### src/rtl/signal_head_monitor_if.sv
// Bus between the traffic-light controller, the signal head monitor and the lamp drivers.
// The controller side is the master; the monitor is the slave.
interface signal_head_monitor_if;
  logic [2:0] lit_a_in;
  logic [2:0] lit_b_in;
  logic       clr_fault;
  logic [2:0] lamp_a;
  logic [2:0] lamp_b;
  logic       fault;
  logic [2:0] fault_code;
  logic [7:0] fault_count;

  modport master (
    output lit_a_in, lit_b_in, clr_fault,
    input  lamp_a, lamp_b, fault, fault_code, fault_count
  );

  modport slave (
    input  lit_a_in, lit_b_in, clr_fault,
    output lamp_a, lamp_b, fault, fault_code, fault_count
  );
endinterface

### src/rtl/signal_head_monitor.sv
// Safety monitor between the light controller and the lamp drivers.
// Passes legal light codes to the lamps and forces flashing red on any violation.
module signal_head_monitor #(
  parameter int unsigned YELLOW_MIN = 1,
  parameter int unsigned FLASH_HALF = 4
) (
  input  logic                  clk,
  input  logic                  reset,
  signal_head_monitor_if.slave  bus
);

  localparam logic [2:0] RED    = 3'b100;
  localparam logic [2:0] YELLOW = 3'b010;
  localparam logic [2:0] GREEN  = 3'b001;
  localparam logic [2:0] OFF    = 3'b000;

  localparam logic [2:0] C_NONE         = 3'd0;
  localparam logic [2:0] C_ILLEGAL      = 3'd1;
  localparam logic [2:0] C_CONFLICT     = 3'd2;
  localparam logic [2:0] C_BAD_SEQ      = 3'd3;
  localparam logic [2:0] C_SHORT_YELLOW = 3'd4;

  localparam int unsigned YW = $clog2(YELLOW_MIN + 1);
  localparam int unsigned FW = $clog2(2 * FLASH_HALF);

  typedef enum logic [1:0] {NORMAL, FLASH, RESYNC} state_t;

  state_t        state_q, state_n;
  logic [2:0]    lamp_a_q, lamp_a_n, lamp_b_q, lamp_b_n;
  logic [2:0]    prev_a_q, prev_a_n, prev_b_q, prev_b_n;
  logic          fault_q, fault_n;
  logic [2:0]    code_q, code_n;
  logic [7:0]    count_q, count_n;
  logic [YW-1:0] ycnt_a_q, ycnt_a_n, ycnt_b_q, ycnt_b_n;
  logic [FW-1:0] flash_q, flash_n;
  logic [2:0]    hit_code;
  logic          resync_ok;

  function automatic logic is_legal(input logic [2:0] x);
    return (x == RED) || (x == YELLOW) || (x == GREEN);
  endfunction

  function automatic logic step_ok(input logic [2:0] p, input logic [2:0] n);
    return (n == p) || (p == GREEN && n == YELLOW) ||
           (p == YELLOW && n == RED) || (p == RED && n == GREEN);
  endfunction

  // Consecutive-yellow count, saturating at YELLOW_MIN, reloaded to 1 on entry
  function automatic logic [YW-1:0] ycnt_next(input logic [YW-1:0] cnt, input logic [2:0] x);
    if (x != YELLOW)                       return '0;
    else if (cnt == '0)                    return YW'(1);
    else if (cnt >= YW'(YELLOW_MIN))       return cnt;
    else                                   return cnt + YW'(1);
  endfunction

  // Violation detection, highest-priority cause wins
  always_comb begin
    hit_code = C_NONE;
    if (!is_legal(bus.lit_a_in) || !is_legal(bus.lit_b_in))
      hit_code = C_ILLEGAL;
    else if (bus.lit_a_in != RED && bus.lit_b_in != RED)
      hit_code = C_CONFLICT;
    else if (!step_ok(prev_a_q, bus.lit_a_in) || !step_ok(prev_b_q, bus.lit_b_in))
      hit_code = C_BAD_SEQ;
    else if ((prev_a_q == YELLOW && bus.lit_a_in == RED && ycnt_a_q < YW'(YELLOW_MIN)) ||
             (prev_b_q == YELLOW && bus.lit_b_in == RED && ycnt_b_q < YW'(YELLOW_MIN)))
      hit_code = C_SHORT_YELLOW;
  end

  assign resync_ok = (bus.lit_a_in == RED || bus.lit_a_in == GREEN) &&
                     (bus.lit_b_in == RED || bus.lit_b_in == GREEN) &&
                     !(bus.lit_a_in == GREEN && bus.lit_b_in == GREEN);

  // Next-state and registered-output logic
  always_comb begin
    state_n  = state_q;
    lamp_a_n = lamp_a_q;
    lamp_b_n = lamp_b_q;
    prev_a_n = prev_a_q;
    prev_b_n = prev_b_q;
    fault_n  = fault_q;
    code_n   = code_q;
    count_n  = count_q;
    flash_n  = flash_q;
    ycnt_a_n = ycnt_next(ycnt_a_q, bus.lit_a_in);
    ycnt_b_n = ycnt_next(ycnt_b_q, bus.lit_b_in);

    case (state_q)
      NORMAL: begin
        prev_a_n = bus.lit_a_in;
        prev_b_n = bus.lit_b_in;
        if (hit_code != C_NONE) begin
          state_n  = FLASH;
          lamp_a_n = RED;
          lamp_b_n = RED;
          fault_n  = 1'b1;
          code_n   = hit_code;
          count_n  = (count_q == 8'hFF) ? count_q : count_q + 8'd1;
          flash_n  = '0;
        end else begin
          lamp_a_n = bus.lit_a_in;
          lamp_b_n = bus.lit_b_in;
        end
      end
      FLASH: begin
        if (bus.clr_fault) begin
          state_n  = RESYNC;
          lamp_a_n = RED;
          lamp_b_n = RED;
          prev_a_n = RED;
          prev_b_n = RED;
        end else begin
          flash_n  = (flash_q == FW'(2 * FLASH_HALF - 1)) ? '0 : flash_q + FW'(1);
          lamp_a_n = (flash_n < FW'(FLASH_HALF)) ? RED : OFF;
          lamp_b_n = lamp_a_n;
        end
      end
      RESYNC: begin
        if (resync_ok) begin
          state_n  = NORMAL;
          lamp_a_n = bus.lit_a_in;
          lamp_b_n = bus.lit_b_in;
          prev_a_n = bus.lit_a_in;
          prev_b_n = bus.lit_b_in;
          fault_n  = 1'b0;
          code_n   = C_NONE;
        end else begin
          lamp_a_n = RED;
          lamp_b_n = RED;
          prev_a_n = RED;
          prev_b_n = RED;
        end
      end
      default: state_n = NORMAL;
    endcase
  end

  always_ff @(posedge clk or posedge reset) begin
    if (reset) begin
      state_q  <= NORMAL;
      lamp_a_q <= RED;
      lamp_b_q <= RED;
      prev_a_q <= RED;
      prev_b_q <= RED;
      fault_q  <= 1'b0;
      code_q   <= C_NONE;
      count_q  <= 8'd0;
      ycnt_a_q <= '0;
      ycnt_b_q <= '0;
      flash_q  <= '0;
    end else begin
      state_q  <= state_n;
      lamp_a_q <= lamp_a_n;
      lamp_b_q <= lamp_b_n;
      prev_a_q <= prev_a_n;
      prev_b_q <= prev_b_n;
      fault_q  <= fault_n;
      code_q   <= code_n;
      count_q  <= count_n;
      ycnt_a_q <= ycnt_a_n;
      ycnt_b_q <= ycnt_b_n;
      flash_q  <= flash_n;
    end
  end

  assign bus.lamp_a      = lamp_a_q;
  assign bus.lamp_b      = lamp_b_q;
  assign bus.fault       = fault_q;
  assign bus.fault_code  = code_q;
  assign bus.fault_count = count_q;

endmodule
### src/flat_wrapper.sv
// flat-port wrapper written by rule: the top's interface ports become plain ports
module signal_head_monitor_flat 
#(
  parameter int unsigned YELLOW_MIN = 1,
  parameter int unsigned FLASH_HALF = 4
)
  (clk, reset, bus_lit_a_in, bus_lit_b_in, bus_clr_fault, bus_lamp_a, bus_lamp_b, bus_fault, bus_fault_code, bus_fault_count);
  signal_head_monitor_if bus_i ();
  input  logic clk;
  input  logic reset;
  input wire logic [$bits(bus_i.lit_a_in)-1:0] bus_lit_a_in;
  input wire logic [$bits(bus_i.lit_b_in)-1:0] bus_lit_b_in;
  input wire logic [$bits(bus_i.clr_fault)-1:0] bus_clr_fault;
  output wire logic [$bits(bus_i.lamp_a)-1:0] bus_lamp_a;
  output wire logic [$bits(bus_i.lamp_b)-1:0] bus_lamp_b;
  output wire logic [$bits(bus_i.fault)-1:0] bus_fault;
  output wire logic [$bits(bus_i.fault_code)-1:0] bus_fault_code;
  output wire logic [$bits(bus_i.fault_count)-1:0] bus_fault_count;
  assign bus_i.lit_a_in = bus_lit_a_in;
  assign bus_i.lit_b_in = bus_lit_b_in;
  assign bus_i.clr_fault = bus_clr_fault;
  assign bus_lamp_a = bus_i.lamp_a;
  assign bus_lamp_b = bus_i.lamp_b;
  assign bus_fault = bus_i.fault;
  assign bus_fault_code = bus_i.fault_code;
  assign bus_fault_count = bus_i.fault_count;
  signal_head_monitor #(.YELLOW_MIN(YELLOW_MIN), .FLASH_HALF(FLASH_HALF)) u_core (.clk(clk), .reset(reset), .bus(bus_i));
endmodule
### config.mk
export PLATFORM = sky130hd
export DESIGN_NAME = signal_head_monitor_flat
export DESIGN_NICKNAME = d
export VERILOG_FILES = /design/src/rtl/signal_head_monitor_if.sv /design/src/rtl/signal_head_monitor.sv /design/src/flat_wrapper.sv
export SDC_FILE = /design/constraint.sdc
export NUM_CORES = 1
export LEC_CHECK = 0
export CAP_MARGIN = 40
export CORE_MARGIN = 2
export CORE_UTILIZATION = 32
export CTS_BUF_LIST = sky130_fd_sc_hd__clkbuf_2
export DETAILED_ROUTE_END_ITERATION = 8
export PLACE_DENSITY = 0.56
export SYNTH_ARGS = -nofsm -noshare
export SYNTH_HDL_FRONTEND = slang
export SYNTH_SLANG_ARGS = --single-unit
### constraint.sdc
create_clock -name clk -period 4.81 [get_ports clk]
set_input_delay 0.962 -clock clk [delete_from_list [all_inputs] [get_ports clk]]
set_output_delay 0.962 -clock clk [all_outputs]
set_load 0.01 [all_outputs]
==> results.sh <==
export IMPL_ioPinCount=27
export IMPL_syn_area_mm2=0.00193
export IMPL_vias_per_cell=5.47
export IMPL_first_pass_iters=4
export IMPL_ys_seq_area_share_pct=40.5
export IMPL_arrival_ns=3.66
export IMPL_crit_type="in -> reg"
export IMPL_grt_pass1_wl_mm=7.64
export IMPL_avgSynthCellArea_um2=9.73
export IMPL_cap_violations=0
export IMPL_cts_resized=0
export IMPL_syn_inst=198
export IMPL_gp_congestion=0.796
export IMPL_fin_nets=237
export IMPL_post_dp_hpwl_mm=3.10
export IMPL_die_w_um=81.6
export IMPL_rr_worst_depth=6
export IMPL_reg2reg_to="u_core.bus.fault_count[1]$_DFFE_PP0P_"
export IMPL_critPathCaptureType="register"
export IMPL_fillerInstances=580
export IMPL_drive_gt1_share_pct=8.60
export IMPL_hold_depth=2
export IMPL_leakage_nw=1.01
export IMPL_wire_per_inst_um=15.0
export IMPL_cts_buffer_depth=2
export IMPL_synth_top_area_cell="dfrtp_1"
export IMPL_syn_nets=215
export IMPL_rsz0062_at_grt="no"
export IMPL_track_usage_pct=15.0
export IMPL_ys_ff_latch=31
export IMPL_htree_levels=2
export IMPL_cts_tree="built"
export IMPL_diodes=0
export IMPL_cp_data_required_time_ns=5.08
export IMPL_post_route_util_pct=39.1
export IMPL_antenna_found_initial=0
export IMPL_total_power_mw=1.20
export IMPL_path_clk_slew_ns=0.18
export IMPL_drc=0
export IMPL_skew_ns=0.0169
export IMPL_die_area_mm2=0.00665
export IMPL_gr_total_overflow=0
export IMPL_synth_area_leaders="dfrtp_1 35%, dfstp_2 5.5%, ha_1 5.2%"
export IMPL_max_freq_ghz=0.295
export IMPL_syn_to_final_growth_pct=18.9
export IMPL_die_h_um=81.6
export IMPL_synth_edf_count=0
export IMPL_whs_ns=0.500
export IMPL_ys_warn_count=0
export IMPL_path_max_fanout=11
export IMPL_finalSetupTns_ns=0
export IMPL_slew_limit_headroom_pct=57.6
export IMPL_min_delay_start="u_core.bus.lamp_a[2]$_DFFE_PP1P_"
export IMPL_antenna_left=0
export IMPL_synth_flop_cell="dfrtp_1"
export IMPL_hold_path_endpoint="u_core.bus.lamp_a[2]$_DFFE_PP1P_"
export IMPL_critPathLaunchType="input port"
export IMPL_drt_initial_drc_count=120
export IMPL_rrSetupSlack_ns=2.23
export IMPL_fin_crit_sh_pct=70.4
export IMPL_postCtsHoldBufs=0
export IMPL_r2r_start="u_core.prev_a_q[2]$_DFFE_PP1P_"
export IMPL_synth_top_area_share_pct=35.1
export IMPL_setup_viol=0
export IMPL_numPortBuffers=26
export IMPL_status="completed"
export IMPL_cts_setup_buffers=0
export IMPL_start_util_pct=32.9
export IMPL_grt_pass1_vias=1490
export IMPL_vias=1619
export IMPL_period_needed_ns=3.39
export IMPL_min_path_type="reg -> reg"
export IMPL_drt_total_wl_mm=4.43
export IMPL_ys_types=46
export IMPL_core_mm2=0.00585
export IMPL_peakVddDrop_uv=178
export IMPL_cts_root_buf="clkbuf_2"
export IMPL_clock_latency_ns=0.38
export IMPL_worst_pin_slew_ns=0.633
export IMPL_power_density_mw_per_mm2=526
export IMPL_hold_viol=0
export IMPL_num_rows=28
export IMPL_cts_made_buffers=5
export IMPL_grt_max_degree=32
export IMPL_async_flop_share_pct=100
export IMPL_report_final_slew_viol_count=0
export IMPL_cts_sinks=31
[power by group]
part,total [mW],switching [mW],internal [mW]
clock,0.183,0.0972,0.0855
combinational,0.568,0.278,0.291
sequential,0.453,0.0952,0.358
total,1.20,0.470,0.734
[registers in the layout, indices dropped and copies added, names as in the netlist, 2 cells and up]
signal and count:
u_core.bus.fault_count 8, u_core.bus.lamp_a 3, u_core.prev_a_q 3, u_core.bus.fault_code 3, u_core.bus.lamp_b 3, u_core.flash_q 3
u_core.state_q 2, u_core.prev_b_q 3
[layout make-up]
cell class / instances / area (µm²) / area share (%)
inverters: 14 / 52.6 / 2.30
well taps: 75 / 93.8 / 4.10
clock inverters: 3 / 38.8 / 1.69
multi-input cells: 141 / 1030 / 45.0
repair buffers: 27 / 268 / 11.7
clock buffers: 5 / 25.0 / 1.09
flip-flops and latches: 31 / 781 / 34.1
[routing by layer]
metal / up-vias / wire [µm] / global-route usage, %
met4: 0 / 65 / 4.50
met3: 6 / 201 / 3.74
li1: 775 / - / -
met2: 37 / 1980 / 21.2
met1: 801 / 2190 / 22.3
met5: - / 0 / 0
[logic make-up after synthesis]
family	after synthesis	synth area share (%)
flops	31	40.5
compound gates	42	16.4
mux	5	2.86
simple gates	73	23.2
xor+xnor	13	5.91
fa+ha+maj	8	5.20
buf+inv	26	5.91
[worst max path at each step]
stage | end | depth (start not counted) | slack (ns) | from
floorplan | u_core.bus.fault_count[1]$_DFFE_PP0P_ | 8 | 2.01 | bus_lit_a_in[2]
global placement | u_core.bus.fault_count[1]$_DFFE_PP0P_ | 7 | 1.06 | bus_lit_a_in[2]
detailed placement | u_core.bus.fault_count[1]$_DFFE_PP0P_ | 7 | 1.03 | bus_lit_a_in[2]
CTS | u_core.bus.fault_count[1]$_DFFE_PP0P_ | 7 | 1.45 | bus_lit_a_in[2]
global route | u_core.bus.fault_count[1]$_DFFE_PP0P_ | 7 | 1.29 | bus_lit_a_in[2]
finish | u_core.bus.fault_count[1]$_DFFE_PP0P_ | 7 | 1.42 | bus_lit_a_in[2]
[metrics by stage]
step           area [µm²]  cells  setup WS, ns
2_1_floorplan        1930    198          2.01
3_3_place_gp         2230    288          1.06
3_5_place_dp         2230    288          1.03
4_1_cts              2290    296          1.45
5_1_grt              2290    296          1.29
6_report             2290    296          1.42
[layout by cell type, fill, tap and decap left out, types with 5 or more instances in the layout]
cell type	Yosys	layout
nor3_1	7	7
clkdlybuf4s50_1	0	26
clkbuf_2	0	5
nor2_1	13	13
inv_1	14	14
and3_1	11	11
o21ai_0	7	7
dfrtp_1	27	27
ha_1	8	8
nand3_1	9	9
nand2_1	6	6
nand4_1	5	5
xnor2_1	9	9
a22o_1	5	5
[worst max-delay path: stages]
cell and delay (ns):
clkdlybuf4s50_1 0.67, or4bb_1 0.53, a211oi_2 0.22, a311oi_1 0.11, nand4bb_1 0.52, nand3_1 0.30
mux2_2 0.35
[synthesized netlist by cell type, drive strengths merged (3+ instances only)]
cell    instances
nor3            8
dfstp           4
xor2            4
a221oi          3
nand3b          3
inv            14
o21ai           7
nor2           13
a211o           3
a31oi           4
a21oi           4
clkbuf          4
nand4           5
dfrtp          27
nor4b           3
nand2           6
nor4bb          3
mux2            4
a221o           3
buf             8
and3           11
xnor2           9
nand3           9
ha              8
a22o            5
(Power assumes the default switching activity.)
